<file path="config.mk">
export PLATFORM = sky130hd
export DESIGN_NAME = pow2_int_scheduler
export DESIGN_NICKNAME = d
export VERILOG_FILES = /design/src/rtl/pow2_pkg.sv /design/src/rtl/pow2_exp_unit.sv /design/src/rtl/pow2_int_scheduler.sv
export SDC_FILE = /design/constraint.sdc
export NUM_CORES = 1
export LEC_CHECK = 0
export BUFFER_PORTS_ARGS = -buffer_cell sky130_fd_sc_hd__buf_4
export CAP_MARGIN = 25
export CORE_MARGIN = 2
export CORE_UTILIZATION = 35
export CTS_BUF_LIST = sky130_fd_sc_hd__clkbuf_2
export DETAILED_ROUTE_END_ITERATION = 10
export PLACE_DENSITY_LB_ADDON = 0.08
export SETUP_SLACK_MARGIN = 0.1
export SLEW_MARGIN = 40
export SYNTH_ARGS = -nofsm -noshare
export SYNTH_HDL_FRONTEND = slang
export SYNTH_SLANG_ARGS = --single-unit
</file>
<file path="constraint.sdc">
create_clock -name clk -period 3 [get_ports clk]
set_input_delay 0.9 -clock clk [delete_from_list [all_inputs] [get_ports clk]]
set_output_delay 0.9 -clock clk [all_outputs]
set_load 0.02 [all_outputs]
</file>
<file path="src/rtl/pow2_pkg.sv">
// Shared constants and FSM state type for the 2^k FP32 scheduler.
// Optional signed exponent input is enabled by POW2_NEG_EXP_EN.
package pow2_pkg;

    localparam int          FP32_BIAS    = 127;
    localparam logic [31:0] FP32_ONE     = 32'h3F80_0000;
    localparam logic [31:0] FP32_POS_INF = 32'h7F80_0000;
    localparam logic [31:0] FP32_ZERO    = 32'h0000_0000;

    typedef enum logic [1:0] {
        IDLE,
        CALC,
        RESP
    } pow2_state_t;

endpackage

</file>
<file path="src/rtl/pow2_exp_unit.sv">
// Combinational k -> FP32 2^k encoder with +Inf saturation.
// POW2_NEG_EXP_EN: k is two's complement and underflow flushes to zero.
module pow2_exp_unit
    import pow2_pkg::*;
#(
    parameter int EXP_W = 8
) (
    input  logic [EXP_W-1:0] k,
    output logic [31:0]      fp
);

    // Wide enough that k + bias never wraps, even for tiny EXP_W
    localparam int EW = (EXP_W + 2 > 10) ? EXP_W + 2 : 10;

    logic signed [EW-1:0] e;
    logic                 ovf;
    logic                 unf;

    always_comb begin
`ifdef POW2_NEG_EXP_EN
        e   = EW'($signed(k)) + EW'(FP32_BIAS);
        unf = (e < 1);
`else
        e   = $signed(EW'(k)) + EW'(FP32_BIAS);
        unf = 1'b0;
`endif
        ovf = (e >= 255);
        fp  = FP32_ZERO;
        unique case (1'b1)
            ovf:     fp = FP32_POS_INF;
            unf:     fp = FP32_ZERO;
            default: fp = {1'b0, e[7:0], 23'd0};
        endcase
    end

endmodule

</file>
<file path="src/rtl/pow2_int_scheduler.sv">
// Round-robin scheduler sharing one 2^k encoder among N_REQ requesters.
// Build option POW2_NEG_EXP_EN selects signed exponents (see pow2_exp_unit).
module pow2_int_scheduler
    import pow2_pkg::*;
#(
    parameter  int N_REQ = 4,
    parameter  int EXP_W = 8,
    localparam int IDW   = $clog2(N_REQ)
) (
    input  logic               clk,
    input  logic               rst_n,
    input  logic [N_REQ-1:0]   req_valid,
    input  logic [N_REQ*EXP_W-1:0] req_exp,
    output logic [N_REQ-1:0]   req_ready,
    output logic               rsp_valid,
    input  logic               rsp_ready,
    output logic [31:0]        rsp_data,
    output logic [IDW-1:0]     rsp_id,
    output logic               busy
);

    pow2_state_t      state;
    pow2_state_t      state_nxt;
    logic [IDW-1:0]   rr_ptr;
    logic [IDW-1:0]   id_q;
    logic [EXP_W-1:0] k_q;
    logic             grant_vld;
    logic [IDW-1:0]   grant_id;
    logic [31:0]      enc;

    // First valid requester at or after rr_ptr, wrapping
    always_comb begin
        int idx;
        idx       = 0;
        grant_vld = 1'b0;
        grant_id  = '0;
        for (int off = 0; off < N_REQ; off++) begin
            idx = int'(rr_ptr) + off;
            if (idx >= N_REQ) idx = idx - N_REQ;
            if (!grant_vld && req_valid[idx]) begin
                grant_vld = 1'b1;
                grant_id  = IDW'(idx);
            end
        end
    end

    always_comb begin
        state_nxt = state;
        req_ready = '0;
        unique case (state)
            IDLE: begin
                if (grant_vld) begin
                    req_ready[grant_id] = 1'b1;
                    state_nxt           = CALC;
                end
            end
            CALC: state_nxt = RESP;
            RESP: if (rsp_ready) state_nxt = IDLE;
            default: state_nxt = IDLE;
        endcase
    end

    pow2_exp_unit #(
        .EXP_W (EXP_W)
    ) u_exp (
        .k  (k_q),
        .fp (enc)
    );

    always_ff @(posedge clk or negedge rst_n) begin
        if (!rst_n) begin
            state    <= IDLE;
            rr_ptr   <= '0;
            id_q     <= '0;
            k_q      <= '0;
            rsp_data <= FP32_ZERO;
            rsp_id   <= '0;
        end else begin
            state <= state_nxt;
            if (state == IDLE && grant_vld) begin
                k_q    <= req_exp[grant_id*EXP_W +: EXP_W];
                id_q   <= grant_id;
                rr_ptr <= (grant_id == IDW'(N_REQ - 1)) ? '0
                                                         : grant_id + 1'b1;
            end
            if (state == CALC) begin
                rsp_data <= enc;
                rsp_id   <= id_q;
            end
        end
    end

    assign rsp_valid = (state == RESP);
    assign busy      = (state != IDLE);

endmodule
</file>
==> results.txt, run 1 <==
----------------------------------------------------
[Clocking]
  Clock sink total ... 24
  Clock transition time at the flip-flop clock pins of the worst setup and hold paths ... 240 ps
  Root buffer cell ... sky130_fd_sc_hd__clkbuf_2
  TritonCTS buffer count ... 3
  Clock insertion delay at the later pin of the skew report ... 350 ps
  Deepest level of the CTS H-tree ... 1
  Clk buf depth ... 2
  TritonCTS clock tree ... yes
  Hold bufs inserted after CTS ... 0

[Synth]
  Post-synthesis compound-gate area fraction ... 13.0%
  Adder and majority cell fraction of the synthesized area ... 4.48%
  Post-Synthesis Mean Instance Area ... 9.11 um^2
  Count of yosys warnings during synthesis ... 0
  Simple-gate share of the synthesized area ... 16.6%
  Ranking of synthesized cells by instance count ... sky130_fd_sc_hd__nand2_1 (27), sky130_fd_sc_hd__buf_4 (24), sky130_fd_sc_hd__dfrtp_1 (24)
  Post-synthesis cell count ... 184
  Post-synthesis cell type with the largest combined area ... sky130_fd_sc_hd__dfrtp_1
  Register bit total from synthesis ... 24
  Syn Std Cell Area ... 1680 um^2
  Combinational family with the most area after synthesis ... simple AND/OR/NAND/NOR gates
  Share of the synthesized area in the top cell type ... 35.8%
  Register area share after synthesis ... 35.8%
  Xor-xnor portion of the synthesized cell area ... 3.66%
  Top cells by area, synth ... sky130_fd_sc_hd__dfrtp_1 (36%), sky130_fd_sc_hd__buf_4 (11%), sky130_fd_sc_hd__mux2i_1 (10%)
  Main flop type after synthesis ... sky130_fd_sc_hd__dfrtp_1
  Share of flip-flops with an asynchronous set or reset ... 100%
  Number of distinct library cell variants in the gate-level netlist after synthesis ... 38
  Mux contribution to synthesized area ... 10.1%
  Cell with the most instances after synthesis ... sky130_fd_sc_hd__nand2_1
  Number of synthesized flops with an enable pin ... 0

[Die]
  Total core area ... 4660 um^2
  Cell row count ... 25
  Area enclosed by the die boundary ... 5360 um^2
  Die W ... 73.2 um
  Die Y ... 73.2 um
  Initial cell density of the core ... 36.0%
  I/O pins ... 79

[Global routing]
  Total grt overflow ... 0
  Global-route wire length before repair ... 6410 um
  Antenna violations before repair ... 0
  Largest net degree at the start of global routing ... 25
  Via count of the first global-routing pass ... 1404
  Global Route Usage Sum ... 15.1%

[Drt]
  TritonRoute pass-1 iters ... 4
  Met1 layer wirelength in the final routing ... 1720 um
  Routed WL per cell ... 12.7 um
  Count of nets left with antenna violations after detail routing ... 0
  Met3 wirelength from detailed routing ... 209 um
  Detailed-route wire length ... 3920 um
  Highest metal layer with signal wires ... met4
  Iteration-0 DRC count of the detailed router ... 49
  Vias after detailed routing ... 1431
  DRC violations left ... 0
  Avg Vias per Cell ... 4.63
  Metal2 WL ... 1960 um

[Cells and area]
  Layout area overhead ... 39.9%
  Count of inserted antenna diode cells ... 0
  Util after Layout ... 50.3%
  Layout cell share with drive strength beyond 1 ... 41.6%
  Total area of multi-input combinational cells ... 988 um^2
  Fill cell total of the finished layout ... 476
  Area occupied by registers ... 601 um^2
  Final Instance Count excl. Fillers ... 309
  Nets@finish ... 301

[Critical path]
  Setup crit start kind ... primary input
  Type of the setup path with the least slack ... primary input to output port
  Maximum cell stage delay along the critical path ... 280 ps
  CP bufs+invs ... 4
  Critical Path RT ... 2100 ps
  Arrival time at the worst endpoint ... 1980 ps
  Critical Path Sink Type ... output port
  Maximum fanout along the worst path ... 5
  Master of the slowest instance on the critical path ... sky130_fd_sc_hd__o221a_4
  Kind of cell adding the most delay to the critical path ... compound AO/OA/AOI/OAI gates
  List of cells traversed by the critical path ... buf_8 > inv_4 > o221a_4 > o22ai_4 > inv_2 > ha_4 > and2_4 > buf_6
  Critical Path Source ... req_valid[0]
  Reg-to-reg critical path startpoint ... rr_ptr[1]$_DFFE_PN0P_

[Place]
  Placer congestion estimate ... 0.770
  Total of buffers placed on input and output ports ... 54
  Detailed Place HPWL ... 2850 um
  Post-Place Cells ... 291

[STA]
  Final Slew Violations ... 0
  Final Hold Viols ... 0
  Max Freq ... 347 MHz
  Clock period minus final worst setup slack ... 2880 ps
  Unrepaired setup endpoints after global routing ... yes
  Summed negative setup slack over all endpoints ... 0 ps
  Number of failing setup endpoints in the final timing report ... 0
  Ratio of final minimum period to clock period ... 96.1%
  Worst hold margin ... 393 ps
  Setup clock skew after layout ... 7.95 ps

[Power]
  Overall Power ... 0.00221 W
  Power density over the cells ... 943 nW/um^2
  Peak ir drop on the vdd network ... 0.000421 V
  Leakage power ... 1.21 nW

[Status]
  Run status ... finished, final reports clean

[Worst hold path]
  Type of the worst min-delay path ... primary input to asynchronous set/reset pin

[Flow run]
  Max-cap violations ... 0

----------------------------------------------------
[registers in the layout, indices dropped and copies added, names as in the netlist]
name	cells
rr_ptr	2
k_q	8
id_q	2
state	2
rsp_data	8
rsp_id	2
[power breakdown]
part | internal [W] | switching, W
clock network | 0.000115 | 0.000104
registers | 0.000476 | 0.000164
logic | 0.000657 | 0.000697
total | 0.00125 | 0.000964
[cell type report]
cell class                 count  share of cell area, %
inverter                       9                   1.55
tap                           54                   2.88
sequential                    24                   25.6
multi-input combinational    142                   42.1
clock buffer                   3                  0.640
clock inverter                 1                   1.28
timing repair buffer          76                   25.9
[per-layer routing]
metal,track usage [%],up-vias
met5,0,-
li1,-,724
met1,19.6,659
met4,4.32,0
met2,25.9,46
met3,2.07,2
[layout by cell type (no fill, tap or decap), drive strengths merged, types with 2 or more instances in the layout]
cell type and instances:
nand2 28, clkbuf 3, inv 9, o221ai 8, xor2 3, nand2b 2
or2 2, nor2 8, o21ai 6, nor2b 3, xnor2 4, nor3 3
nand3b 2, a21oi 6, and2 4, a31oi 4, buf 76, dfrtp 24
mux2i 17, nor4 2, conb 24, ha 6
[what timing repair did]
action / CTS / global route
pin swaps: 7 / 5
setup buffers: 12 / 2
endpoints found under the setup margin: 4 / 12
resized for setup: 19 / 13
hold endpoints to repair: 0 / 0
[cells by family after synthesis]
logic type	Yosys count
and+or+nand+nor	57
buffers and inverters	41
AOI/OAI and AO/OA	31
DFF	24
muxes	17
xor gates and xnor gates	7
adders and majority gates	6
other	1
[worst paths after layout]
check | end | slack, ps | depth (start not counted)
max | req_ready[3] | 120 | 8
min in group clk | rsp_data[25]$_DFFE_PN0N_ | 500 | 2
min reg2reg | rsp_data[25]$_DFFE_PN0N_ | 500 | 2
max in group asynchronous | k_q[2]$_DFFE_PN0P_ | 2370 | 1
min | rsp_id[0]$_DFFE_PN0N_ | 390 | 1
max reg2reg | k_q[1]$_DFFE_PN0P_ | 290 | 16
[stage by stage]
step,area (um^2),setup WS [ps]
finish,2350,116
global route,2350,45.9
CTS,2280,73.3
detailed placement,2070,-1.31
global placement,2070,-1.51
floorplan,1770,74.0
No activity file was read; power rests on OpenSTA's default activity.
==> inputs of run 2 (changes only) <==
CORE_UTILIZATION = 48   (was 35)
==> results.txt, run 2 (same netlist as run 1, synthesis figures left out) <==
----------------------------------------------------
[Cells and area]
  Design Area, Final ... 2220 um^2 (-5.4%)
  Commonest cells after routing, fill and taps aside ... sky130_fd_sc_hd__buf_4 (56), sky130_fd_sc_hd__nand2_1 (27), sky130_fd_sc_hd__conb_1 (24), sky130_fd_sc_hd__dfrtp_1 (24), sky130_fd_sc_hd__mux2i_1 (17)
  Layout area overhead ... 32.3%
  Count of inserted antenna diode cells ... 0 (unchanged)
  Most common cell after layout, fill and taps aside ... sky130_fd_sc_hd__buf_4
  Layout cell share with drive strength beyond 1 ... 38.1% (-3.5 points)
  Nets@finish ... 290 (-3.7%)
  Fill cell total of the finished layout ... 262 (-45%)
  Final Instance Count excl. Fillers ... 290 (-6.1%)
  Registers with the most flip-flops ... k_q x8, rsp_data x8

[Critical path]
  Critical Path RT ... 2100 ps (about the same)
  End point of the critical path ... req_ready[2]
  Kind of cell adding the most delay to the critical path ... simple AND/OR/NAND/NOR gates
  Master of the slowest instance on the critical path ... sky130_fd_sc_hd__nor4_1
  Critical Path Source ... req_valid[3]
  Type of the setup path with the least slack ... primary input to output port
  Worst Reg2Reg Path Length in Cells ... 7 (-9)
  Depth of the critical timing path with buffers and inverters included ... 7 (-1)
  FF-to-FF setup slack ... 1130 ps (+840 ps)
  Setup crit start kind ... primary input
  Terminus of the critical flop-to-flop path ... k_q[1]$_DFFE_PN0P_
  CP bufs+invs ... 4 (unchanged)
  Arrival time at the worst endpoint ... 1980 ps (about the same)
  Maximum cell stage delay along the critical path ... 290 ps (about the same)
  Maximum fanout along the worst path ... 7 (+2)
  Reg-to-reg critical path startpoint ... rr_ptr[0]$_DFFE_PN0P_
  List of cells traversed by the critical path ... buf_6 > buf_4 > nor4_1 > or2_1 > inv_2 > and2_4 > buf_6
  Critical Path Sink Type ... output port
  Cell type with the highest occurrence count on the critical path ... sky130_fd_sc_hd__buf_6

[STA]
  Max Freq ... 347 MHz (about the same)
  Setup clock skew after layout ... 17.9 ps (+9.94 ps)
  Ratio of final minimum period to clock period ... 96.1% (about the same)
  Final Hold Viols ... 0 (unchanged)
  Summed negative setup slack over all endpoints ... 0 ps (unchanged)
  Clock period minus final worst setup slack ... 2880 ps (+0.509 ps)
  Number of failing setup endpoints in the final timing report ... 0 (unchanged)
  Final Slew Violations ... 0 (unchanged)
  Unrepaired setup endpoints after global routing ... yes

[Drt]
  Iteration-0 DRC count of the detailed router ... 51 (+4.1%)
  Vias after detailed routing ... 1424 (-0.49%)
  Routed WL per cell ... 12.4 um (-2.3%)
  Avg Vias per Cell ... 4.91 (+6.0%)
  TritonRoute pass-1 iters ... 4 (unchanged)
  Detailed-route wire length ... 3590 um (-8.3%)
  Count of nets left with antenna violations after detail routing ... 0 (unchanged)
  DRC violations left ... 0 (unchanged)

[Global routing]
  Global-route wire length before repair ... 5790 um (-9.7%)
  Antenna violations before repair ... 0 (unchanged)
  Largest net degree at the start of global routing ... 25 (unchanged)
  Total grt overflow ... 0 (unchanged)
  Global Route Usage Sum ... 18.0% (+3.0 points)
  Via count of the first global-routing pass ... 1288 (-8.3%)

[Clocking]
  TritonCTS buffer count ... 3 (unchanged)
  Clock insertion delay at the later pin of the skew report ... 330 ps (-20 ps)
  Hold bufs inserted after CTS ... 0 (unchanged)
  Clock sink total ... 24 (unchanged)
  TritonCTS clock tree ... yes
  Clk buf depth ... 2 (unchanged)
  Clock transition time at the flip-flop clock pins of the worst setup and hold paths ... 230 ps (about the same)
  Deepest level of the CTS H-tree ... 1 (unchanged)
  Root buffer cell ... sky130_fd_sc_hd__clkbuf_2

[Place]
  Post-Place Cells ... 280 (-3.8%)
  Total of buffers placed on input and output ports ... 54 (unchanged)
  Detailed Place HPWL ... 2670 um (-6.1%)
  Placer congestion estimate ... 0.767 (-0.39%)
  Cell area after placement ... 2040 um^2 (-1.6%)

[Die]
  Area enclosed by the die boundary ... 3980 um^2 (-26%)
  Total core area ... 3340 um^2 (-28%)
  I/O pins ... 79 (unchanged)
  Die Y ... 63.1 um (-14%)
  Die W ... 63.1 um (-14%)
  Initial cell density of the core ... 50.2% (+14 points)
  Cell row count ... 21 (-16%)

[Power]
  Power density over the cells ... 920 nW/um^2 (-2.5%)
  Leakage power ... 1.14 nW (-5.5%)
  Peak ir drop on the vdd network ... 0.000558 V (+33%)

[Worst hold path]
  Type of the worst min-delay path ... primary input to asynchronous set/reset pin

[Flow run]
  Max-cap violations ... 0 (unchanged)

[Status]
  Run status ... finished, final reports clean

----------------------------------------------------
## run 2: worst min path at each step
stage / start / to / slack [ps] / cells past startpoint
floorplan: id_q[0]$_DFFE_PN0P_ / rsp_id[0]$_DFFE_PN0N_ / 440 / 2
global placement: rsp_data[25]$_DFFE_PN0N_ / rsp_data[25]$_DFFE_PN0N_ / 450 / 2
detailed placement: rsp_data[25]$_DFFE_PN0N_ / rsp_data[25]$_DFFE_PN0N_ / 460 / 2
CTS: rst_n / rsp_data[27]$_DFFE_PN0N_ / 400 / 1
global route: rst_n / rsp_id[1]$_DFFE_PN0N_ / 400 / 1
finish: rst_n / rsp_data[29]$_DFFE_PN0N_ / 410 / 1
## run 2: metrics by stage
stage / setup WS (ps) / hold WS (ps) / total power (W) / utilization (%)
6_report: 116 / 410 / 0.00204 / 66.5
5_1_grt: 76.1 / 400 / 0.00221 / 66.5
4_1_cts: 89.9 / 402 / 0.00201 / 65.2
3_5_place_dp: -42.6 / 459 / 0.00179 / 61.1
3_3_place_gp: 32.0 / 453 / 0.00176 / 61.1
2_1_floorplan: 74.0 / 439 / 0.00148 / -
## run 2: what timing repair did
| item | 4_1_cts | 5_1_grt |
|---|---|---|
| pin swaps | 8 | 4 |
| endpoints found under the setup margin | 4 | 4 |
| setup buffers | 3 | 3 |
| resized for setup | 25 | 5 |
## run 2: metal layers
metal  wire [um]  GRT usage (%)
met1        1520           23.4
met2        1820           31.4
met3         208           2.32
met5           0              0
met4          37           5.00
## run 2: final cells by class
class	count	area, um^2	share of cell area [%]
clock buffer	3	15.0	0.677
timing repair buffer	65	526	23.7
inverter	9	33.8	1.52
sequential	24	601	27.1
multi-input combinational	142	982	44.3
clock inverter	1	3.75	0.169
tap	46	57.6	2.59
## run 2: power breakdown
group | internal [W] | total [W] | switching [W]
Combinational | 0.000597 | 0.00128 | 0.000682
Sequential | 0.000477 | 0.000639 | 0.000162
Clock | 0.0000290 | 0.000123 | 0.0000940
==> inputs of run 3 (changes only) <==
CELL_PAD_IN_SITES_DETAIL_PLACEMENT = 1   (was unset)
CELL_PAD_IN_SITES_GLOBAL_PLACEMENT = 1   (was unset)
CORE_UTILIZATION = 34   (was 48)
==> results.txt, run 3 (same netlist as run 1, synthesis figures left out) <==
----------------------------------------------------
[Status]
  Run status ... finished, final reports clean

[Cells and area]
  Registers with the most flip-flops ... k_q x8, rsp_data x8
  Design Area, Final ... 2340 um^2 (+5.6%)
  Final Instance Count excl. Fillers ... 323 (+11%)
  Most common cell after layout, fill and taps aside ... sky130_fd_sc_hd__buf_4
  Commonest cells after routing, fill and taps aside ... sky130_fd_sc_hd__buf_4 (68), sky130_fd_sc_hd__nand2_1 (27), sky130_fd_sc_hd__conb_1 (24), sky130_fd_sc_hd__dfrtp_1 (24), sky130_fd_sc_hd__mux2i_1 (17)
  Layout cell share with drive strength beyond 1 ... 40.6% (+2.5 points)
  Count of inserted antenna diode cells ... 0 (unchanged)
  Area occupied by registers ... 601 um^2 (unchanged)
  Nets@finish ... 303 (+4.5%)
  Layout area overhead ... 39.7%
  Fill cell total of the finished layout ... 586 (+120%)
  Total area of multi-input combinational cells ... 980 um^2 (-0.25%)
  Util after Layout ... 49.3% (-17 points)

[Clocking]
  TritonCTS clock tree ... yes
  Deepest level of the CTS H-tree ... 1 (unchanged)
  Clock insertion delay at the later pin of the skew report ... 350 ps (+20 ps)
  Clock sink total ... 24 (unchanged)
  Clk buf depth ... 2 (unchanged)
  Root buffer cell ... sky130_fd_sc_hd__clkbuf_2
  Clock transition time at the flip-flop clock pins of the worst setup and hold paths ... 230 ps (about the same)
  TritonCTS buffer count ... 3 (unchanged)

[Global routing]
  Total grt overflow ... 0 (unchanged)
  Via count of the first global-routing pass ... 1551 (+20%)
  Largest net degree at the start of global routing ... 25 (unchanged)
  Global Route Usage Sum ... 17.0% (-0.98 points)
  Antenna violations before repair ... 0 (unchanged)
  Global-route wire length before repair ... 7220 um (+25%)

[STA]
  Clock period minus final worst setup slack ... 2940 ps (+57.5 ps)
  Setup clock skew after layout ... 14.8 ps (-3.05 ps)
  Final setup margin ... 58.2 ps (-57.5 ps)
  Final Hold Viols ... 0 (unchanged)
  Unrepaired setup endpoints after global routing ... yes
  Final Slew Violations ... 0 (unchanged)
  Ratio of final minimum period to clock period ... 98.1% (+1.9 points)
  Number of failing setup endpoints in the final timing report ... 0 (unchanged)
  Max Freq ... 340 MHz (-2.0%)
  Summed negative setup slack over all endpoints ... 0 ps (unchanged)

[Place]
  Placer congestion estimate ... 0.764 (-0.37%)
  Total of buffers placed on input and output ports ... 54 (unchanged)
  Post-Place Cells ... 302 (+7.9%)
  Pre-CTS setup slack ... -48.4 ps (-5.84 ps)
  Detailed Place HPWL ... 3310 um (+24%)
  Cell area after placement ... 2070 um^2 (+1.7%)

[Drt]
  Detailed-route wire length ... 4580 um (+27%)
  Avg Vias per Cell ... 4.57 (-7.0%)
  TritonRoute pass-1 iters ... 4 (unchanged)
  Vias after detailed routing ... 1475 (+3.6%)
  Routed WL per cell ... 14.2 um (+14%)
  DRC violations left ... 0 (unchanged)
  Iteration-0 DRC count of the detailed router ... 54 (+5.9%)
  Count of nets left with antenna violations after detail routing ... 0 (unchanged)

[Die]
  Die W ... 74.2 um (+18%)
  Cell row count ... 25 (+19%)
  Initial cell density of the core ... 35.3% (-15 points)
  Area enclosed by the die boundary ... 5510 um^2 (+38%)
  I/O pins ... 79 (unchanged)
  Total core area ... 4750 um^2 (+42%)
  Die Y ... 74.2 um (+18%)

[Critical path]
  Reg-to-reg critical path startpoint ... rr_ptr[0]$_DFFE_PN0P_
  Type of the setup path with the least slack ... primary input to flop
  Critical Path Sink Type ... flop
  Maximum fanout along the worst path ... 4 (-3)
  Setup crit start kind ... primary input
  FF-to-FF setup slack ... 210 ps (-920 ps)
  Worst Reg2Reg Path Length in Cells ... 16 (+9)
  Arrival time at the worst endpoint ... 3240 ps (+1260 ps)
  Terminus of the critical flop-to-flop path ... rr_ptr[0]$_DFFE_PN0P_
  Critical Path RT ... 3300 ps (+1200 ps)

[Flow run]
  Max-cap violations ... 0 (unchanged)

[Power]
  Peak ir drop on the vdd network ... 0.000497 V (-11%)
  Leakage power ... 1.20 nW (+5.4%)
  Power density over the cells ... 943 nW/um^2 (+2.5%)

[Worst hold path]
  Type of the worst min-delay path ... primary input to asynchronous set/reset pin

----------------------------------------------------
-- run 3: worst max-delay path by stage --
stage / from / end / slack (ps)
CTS: req_valid[3] / req_ready[3] / 100
global route: req_valid[0] / rr_ptr[0]$_DFFE_PN0P_ / 30
finish: req_valid[0] / rr_ptr[0]$_DFFE_PN0P_ / 60
detailed placement: req_valid[0] / req_ready[3] / -50
global placement: req_valid[0] / req_ready[3] / 30
floorplan: req_valid[0] / req_ready[3] / 70
-- run 3: power by group --
group,total [W],internal (W),switching (W)
registers,0.000637,0.000477,0.000160
logic,0.00145,0.000692,0.000753
clock network,0.000126,0.0000272,0.0000993
-- run 3: through the flow --
stage               power [W]  hold WS [ps]
floorplan             0.00148           439
global placement      0.00180           455
detailed placement    0.00184           462
CTS                   0.00215           402
global route          0.00240           377
finish                0.00221           395
-- run 3: area by class of cell --
type	instances	share of cell area (%)
multi-input cells	142	41.8
repair buffers	78	26.8
flip-flops and latches	24	25.6
well taps	67	3.58
inverters	9	1.55
clock buffers	3	0.641
-- run 3: critical path, cell delays in order --
cell and delay, ps:
sky130_fd_sc_hd__buf_6 90, sky130_fd_sc_hd__inv_2 30, sky130_fd_sc_hd__o221a_1 260, sky130_fd_sc_hd__o22ai_4 210, sky130_fd_sc_hd__inv_4 90, sky130_fd_sc_hd__buf_6 120
sky130_fd_sc_hd__buf_4 120, sky130_fd_sc_hd__buf_4 120, sky130_fd_sc_hd__buf_4 120, sky130_fd_sc_hd__buf_4 120, sky130_fd_sc_hd__buf_4 120, sky130_fd_sc_hd__buf_4 120
sky130_fd_sc_hd__buf_4 120, sky130_fd_sc_hd__buf_4 120, sky130_fd_sc_hd__buf_4 120, sky130_fd_sc_hd__buf_4 130, sky130_fd_sc_hd__buf_4 130, sky130_fd_sc_hd__o31ai_4 190
-- run 3: routing by layer --
layer  GRT usage [%]  up-vias  routed length, um
li1                -      725                  -
met1            21.2      688               1960
met2            30.2       53               2280
met3            1.63        9                223
met4            7.14        0                114
met5               0        -                  0
-- run 3: what timing repair did --
action / CTS / global route
buffers inserted: 16 / 2
pin swaps: 6 / 4
resized for setup: 24 / 7
endpoints found under the setup margin: 4 / 5
hold buffers: 0 / 0
